<file path="src/rtl/frv_rvfi_retire_buffer.sv">
`default_nettype none
// +----------------------------------------------------------------------------+
// | frv_rvfi_retire_buffer: FIFO of retired records driving the RVFI trace.   |
// | Rev 1.0                                                                    |
// +----------------------------------------------------------------------------+
module frv_rvfi_retire_buffer #(
  parameter int DEPTH = 4,
  parameter int XLEN  = 32
) (
  input  logic              g_clk,
  input  logic              g_reset,
  input  logic              rt_valid,
  output logic              rt_ready,
  input  logic [31:0]       rt_insn,
  input  logic              rt_trap,
  input  logic              rt_intr,
  input  logic [XLEN-1:0]   rt_pc_rdata,
  input  logic [XLEN-1:0]   rt_pc_wdata,
  input  logic [4:0]        rt_rs1_addr,
  input  logic [4:0]        rt_rs2_addr,
  input  logic [4:0]        rt_rd_addr,
  input  logic [XLEN-1:0]   rt_rs1_rdata,
  input  logic [XLEN-1:0]   rt_rs2_rdata,
  input  logic [XLEN-1:0]   rt_rd_wdata,
  input  logic [XLEN-1:0]   rt_mem_addr,
  input  logic [XLEN-1:0]   rt_mem_rdata,
  input  logic [XLEN-1:0]   rt_mem_wdata,
  input  logic [XLEN/8-1:0] rt_mem_rmask,
  input  logic [XLEN/8-1:0] rt_mem_wmask,
  input  logic              rvfi_stall,
  output logic              rvfi_valid,
  output logic [63:0]       rvfi_order,
  output logic [31:0]       rvfi_insn,
  output logic              rvfi_trap,
  output logic              rvfi_intr,
  output logic [XLEN-1:0]   rvfi_pc_rdata,
  output logic [XLEN-1:0]   rvfi_pc_wdata,
  output logic [4:0]        rvfi_rs1_addr,
  output logic [4:0]        rvfi_rs2_addr,
  output logic [XLEN-1:0]   rvfi_rs1_rdata,
  output logic [XLEN-1:0]   rvfi_rs2_rdata,
  output logic [4:0]        rvfi_rd_addr,
  output logic [XLEN-1:0]   rvfi_rd_wdata,
  output logic [XLEN-1:0]   rvfi_mem_addr,
  output logic [XLEN-1:0]   rvfi_mem_rdata,
  output logic [XLEN-1:0]   rvfi_mem_wdata,
  output logic [XLEN/8-1:0] rvfi_mem_rmask,
  output logic [XLEN/8-1:0] rvfi_mem_wmask,
  output logic              rvfi_halt,
  output logic [1:0]        rvfi_mode,
  output logic [1:0]        rvfi_ixl
);

  localparam int c_ptr_w = (DEPTH > 1) ? $clog2(DEPTH) : 1;
  localparam int c_cnt_w = c_ptr_w + 1;
  localparam logic [c_cnt_w-1:0] c_full    = c_cnt_w'(DEPTH);
  localparam logic [c_cnt_w-1:0] c_cnt_one = c_cnt_w'(1);
  localparam logic [c_ptr_w-1:0] c_ptr_one = c_ptr_w'(1);

  typedef struct packed {
    logic [31:0]       insn;
    logic              trap;
    logic              intr;
    logic [XLEN-1:0]   pc_rdata;
    logic [XLEN-1:0]   pc_wdata;
    logic [4:0]        rs1_addr;
    logic [4:0]        rs2_addr;
    logic [XLEN-1:0]   rs1_rdata;
    logic [XLEN-1:0]   rs2_rdata;
    logic [4:0]        rd_addr;
    logic [XLEN-1:0]   rd_wdata;
    logic [XLEN-1:0]   mem_addr;
    logic [XLEN-1:0]   mem_rdata;
    logic [XLEN-1:0]   mem_wdata;
    logic [XLEN/8-1:0] mem_rmask;
    logic [XLEN/8-1:0] mem_wmask;
  } rec_t;

  rec_t               r_mem [DEPTH];
  rec_t               w_in;
  rec_t               r_out;
  logic [c_ptr_w-1:0] r_wptr;
  logic [c_ptr_w-1:0] r_rptr;
  logic [c_cnt_w-1:0] r_count;
  logic [63:0]        r_order;
  logic [63:0]        r_out_order;
  logic               r_valid;
  logic               w_push;
  logic               w_pop;

  // Ready depends only on occupancy, so a full buffer refuses a push even on a pop cycle.
  assign rt_ready = (r_count != c_full);
  assign w_push   = rt_valid && rt_ready;
  assign w_pop    = !rvfi_stall && (r_count != '0);

  // Trapped instructions and x0 destinations never report a register write.
  always_comb begin
    w_in           = '0;
    w_in.insn      = rt_insn;
    w_in.trap      = rt_trap;
    w_in.intr      = rt_intr;
    w_in.pc_rdata  = rt_pc_rdata;
    w_in.pc_wdata  = rt_pc_wdata;
    w_in.rs1_addr  = rt_rs1_addr;
    w_in.rs2_addr  = rt_rs2_addr;
    w_in.rs1_rdata = rt_rs1_rdata;
    w_in.rs2_rdata = rt_rs2_rdata;
    w_in.rd_addr   = rt_trap ? 5'd0 : rt_rd_addr;
    w_in.rd_wdata  = (rt_trap || (rt_rd_addr == 5'd0)) ? '0 : rt_rd_wdata;
    w_in.mem_addr  = rt_mem_addr;
    w_in.mem_rdata = rt_mem_rdata;
    w_in.mem_wdata = rt_mem_wdata;
    w_in.mem_rmask = rt_trap ? '0 : rt_mem_rmask;
    w_in.mem_wmask = rt_trap ? '0 : rt_mem_wmask;
  end

  always_ff @(posedge g_clk) begin
    if (w_push) begin
      r_mem[r_wptr] <= w_in;
    end
  end

  always_ff @(posedge g_clk or posedge g_reset) begin
    if (g_reset) begin
      r_wptr      <= '0;
      r_rptr      <= '0;
      r_count     <= '0;
      r_order     <= '0;
      r_out_order <= '0;
      r_valid     <= 1'b0;
      r_out       <= '0;
    end else begin
      if (w_push) begin
        r_wptr <= r_wptr + c_ptr_one;
      end
      if (w_pop) begin
        r_rptr      <= r_rptr + c_ptr_one;
        r_out_order <= r_order;
        r_order     <= r_order + 64'd1;
      end
      case ({w_push, w_pop})
        2'b10:   r_count <= r_count + c_cnt_one;
        2'b01:   r_count <= r_count - c_cnt_one;
        default: r_count <= r_count;
      endcase
      r_valid <= w_pop;
      r_out   <= w_pop ? r_mem[r_rptr] : '0;
    end
  end

  assign rvfi_valid     = r_valid;
  assign rvfi_order     = r_out_order;
  assign rvfi_insn      = r_out.insn;
  assign rvfi_trap      = r_out.trap;
  assign rvfi_intr      = r_out.intr;
  assign rvfi_pc_rdata  = r_out.pc_rdata;
  assign rvfi_pc_wdata  = r_out.pc_wdata;
  assign rvfi_rs1_addr  = r_out.rs1_addr;
  assign rvfi_rs2_addr  = r_out.rs2_addr;
  assign rvfi_rs1_rdata = r_out.rs1_rdata;
  assign rvfi_rs2_rdata = r_out.rs2_rdata;
  assign rvfi_rd_addr   = r_out.rd_addr;
  assign rvfi_rd_wdata  = r_out.rd_wdata;
  assign rvfi_mem_addr  = r_out.mem_addr;
  assign rvfi_mem_rdata = r_out.mem_rdata;
  assign rvfi_mem_wdata = r_out.mem_wdata;
  assign rvfi_mem_rmask = r_out.mem_rmask;
  assign rvfi_mem_wmask = r_out.mem_wmask;
  assign rvfi_halt      = 1'b0;
  assign rvfi_mode      = 2'd3;
  assign rvfi_ixl       = 2'd1;

endmodule
`default_nettype wire
</file>
<file path="config.mk">
export PLATFORM = sky130hd
export DESIGN_NAME = frv_rvfi_retire_buffer
export DESIGN_NICKNAME = d
export VERILOG_FILES = /design/src/rtl/frv_rvfi_retire_buffer.sv
export SDC_FILE = /design/constraint.sdc
export NUM_CORES = 2
export LEC_CHECK = 0
export CORE_MARGIN = 2
export CORE_UTILIZATION = 56
export DETAILED_ROUTE_END_ITERATION = 8
export PLACE_DENSITY = 0.8
export SETUP_SLACK_MARGIN = 0.15
export SLEW_MARGIN = 20
export SYNTH_ARGS = -nofsm -noshare
export SYNTH_HDL_FRONTEND = slang
export SYNTH_SLANG_ARGS = --single-unit
</file>
<file path="constraint.sdc">
create_clock -name g_clk -period 19.2 [get_ports g_clk]
set_clock_uncertainty 0.15 [all_clocks]
set_input_delay 1.92 -clock g_clk [delete_from_list [all_inputs] [get_ports g_clk]]
set_output_delay 1.92 -clock g_clk [all_outputs]
set_load 0.05 [all_outputs]
</file>
==> impl_metrics.csv <==
group,metric,value,unit
route,first_iter_violations,2492,
setup_path,worst-path-max-fanout,139,
clocking,cts_max_level,4,
hold_path,min-delay-path-class,"flop to flop",
placement,dp_hpwl,79330,um
synth,yosysMostFrequentCell,"edfxtp_1",
global_route,antenna_found_initial,40,
setup_path,rrSetupSlack,13.91,ns
pwr,switching_share,0.3218,
clocking,numCtsBuffers,164,
setup_path,crit_start,"rt_valid",
timing,finalSetupTns,0,ns
global_route,grt_pass1_vias,31860,
floorplan,coreArea,108600,um^2
setup_path,startpoint_type,"input port",
status,status,"completed",
route,met2_wirelength,70640,um
layout,finalNetCount,4029,
timing,min_period,5.611,ns
global_route,grt_max_degree,193,
synth,synth_edf_count,1252,
synth,ys_seq_area_frac,0.7996,
timing,drv_slew,0,
clocking,cts_tree,"yes",
timing,min_period_over_period,0.2922,
route,highest_layer,"met5",
setup_path,rr_worst_depth,6,
route,routed_wl,136800,um
setup_path,crit-reg2reg-launch,"r_rptr[0]$_DFFE_PP0P_",
layout,syn2layout_area_growth,23.30,%
global_route,track_usage,0.2468,
route,drc,0,
layout,top_register,"r_mem",
setup_path,cp.required,19.41,ns
synth,synth_area_leader_cell,"edfxtp_1",
floorplan,io_pins,701,
timing,worst_pin_slew,1.197,ns
placement,place_congestion,0.8166,
clocking,insertion_delay,0.76,ns
global_route,overflow,0,
floorplan,placementRows,121,
clocking,cts_buffer_depth,3,
layout,layout-drive-gt1-share,0.1637,
clocking,cts_hold_buf,0,
clocking,path_clk_slew,0.06,ns
global_route,grt_pass1_wl,203900,um
route,wl_met3,10320,um
synth,synth_area_leaders,"edfxtp_1, dfrtp_1, mux4_2",
synth,synth_top_area_frac,0.6156,
pwr,power.density,160.1,nW/um^2
synth,async_reset_ff_frac,0.2640,
clocking,ctsResizeCount,0,
pwr,sequentialPowerShare,0.428,
synth,synth_cells,2942,
setup_path,cp.arrival,5.82,ns
setup_path,crit_end,"r_mem[1][74]$_DFFE_PP_",
synth,yosys_warnings,0,
clocking,cts_num_sinks,1701,
route,vias_per_cell,5.756,
floorplan,die_y,334.2,um
synth,ys_ff_latch,1701,
clocking,root_buffer,"clkbuf_16",
timing,rsz0062_at_grt,"no",
floorplan,die_w,334.2,um
route,drt-pass1-iter-count,5,
pwr,clock_power_share,0.272,
pwr,p_leak,27.10,nW
synth,syn_area,61070,um^2
route,wl_per_cell,25.86,um
clocking,cts_setup_buffers,0,
setup_path,cp-end-kind,"flop",
timing,slew_headroom,0.2020,
timing,clock.fmax,0.1782,GHz
pwr,p_int,8.174,mW
job,maxCapViolations,0,
route,met1_length,49830,um
route,vias,30440,
floorplan,die_area,111700,um^2
placement,port_buffers,695,
floorplan,initial_core_util,0.5626,
pwr,power.switching,3.879,mW
setup_path,r2r-end,"rvfi_rd_wdata[18]$_DFF_PP0_",
timing,setup_viol,0,
synth,avgSynthCellArea,20.76,um^2
timing,hold_violations,0,
synth,synth_ff_type,"edfxtp_1",
pwr,power_frac_comb,0.299,
pwr,vdd_ir_drop_max,0.1246,mV
pwr,finalPower,12.05,mW
route,drtAntennaViolNets,0,
synth,synth_common_cells,"edfxtp_1, dfrtp_1, and2_1, mux4_2, nand2_1",
synth,synth_cell_types,38,
setup_path,critPathKind,"input port to flop",
layout,largest_reg_flops,1252,
==> critical path, cell delays in order <==
cell             delay (ns)
clkdlybuf4s50_1        0.58
and3_4                 0.84
buf_12                 0.62
buf_4                  0.73
buf_4                  0.90
==> layout by cell type, fill, tap and decap left out, types with 7 or more instances in the layout <==
cell / count
and2_1: 346
buf_4: 24
bufinv_16: 16
clkbuf_1: 35
clkbuf_16: 169
clkbuf_8: 25
clkdlybuf4s50_1: 695
clkinv_1: 11
clkinv_2: 34
dfrtp_1: 447
diode_2: 32
edfxtp_1: 1252
inv_1: 7
mux4_2: 313
nand2_1: 226
nand3_1: 21
nand4_1: 20
nor2_1: 26
nor2b_1: 13
nor3_1: 12
nor4_1: 7
xnor2_1: 38
xor2_1: 31
==> final cells by class <==
type	count	area, um^2
Multi-Input combinational cell	1102	11670
Sequential cell	1701	48840
Timing Repair Buffer	727	7312
Fill cell	6444	33250
Clock buffer	229	4705
Clock inverter	75	875.8
Tap cell	1414	1769
Antenna cell	32	80.08
Inverter	9	48.80
==> metal layers <==
layer,up-vias,global-route usage
met2,1267,0.4101
met1,16030,0.3071
met4,20,0.1101
li1,12830,-
met3,300,0.06639
met5,-,0
==> cell families (layout without fill, tap and decap cells) <==
kind of cell / Yosys count / after routing / share of synthesized area
compound gates: 5 / 5 / 0.0004097
xor+xnor: 69 / 69 / 0.009896
fa+ha+maj: 7 / 7 / 0.001557
buf+inv: 142 / 1040 / 0.009998
flops: 1701 / 1701 / 0.7996
mux: 314 / 314 / 0.1156
other cells: 2 / 37 / 0.0001230
simple gates: 702 / 702 / 0.06282
==> worst min-delay path by stage <==
stage / startpoint / to / cells after the start
floorplan: r_order[63]$_DFFE_PP0P_ / r_order[63]$_DFFE_PP0P_ / 1
global placement: r_order[63]$_DFFE_PP0P_ / r_order[63]$_DFFE_PP0P_ / 1
detailed placement: rvfi_order[12]$_DFFE_PP0P_ / rvfi_order[12]$_DFFE_PP0P_ / 2
CTS: rvfi_order[21]$_DFFE_PP0P_ / rvfi_order[21]$_DFFE_PP0P_ / 2
global route: rvfi_order[1]$_DFFE_PP0P_ / rvfi_order[1]$_DFFE_PP0P_ / 2
finish: rvfi_order[12]$_DFFE_PP0P_ / rvfi_order[12]$_DFFE_PP0P_ / 2
==> metrics by stage <==
stage            util  area, um^2  hold slack (ns)  cells  worst slack, ns
2_1_floorplan       -       61080           0.2915   2945            4.616
3_3_place_gp   0.6410       69590           0.3095   4951            12.76
3_5_place_dp   0.6410       69590           0.3126   4951            12.75
4_1_cts        0.6925       75170           0.3269   5255            13.53
5_1_grt        0.6935       75280           0.3476   5282            13.32
6_report       0.6937       75300           0.3221   5289            13.59
==> power groups by stage <==
stage / clock [mW] / sequential (mW) / combinational, mW
finish: 3.28 / 5.16 / 3.61
global route: 3.48 / 5.22 / 3.79
floorplan: 0 / 6.25 / 1.50
global placement: 0 / 5.18 / 3.57
detailed placement: 0 / 5.22 / 3.61
CTS: 3.33 / 5.17 / 3.65
Note: power is estimated with default switching activity, not from simulation.
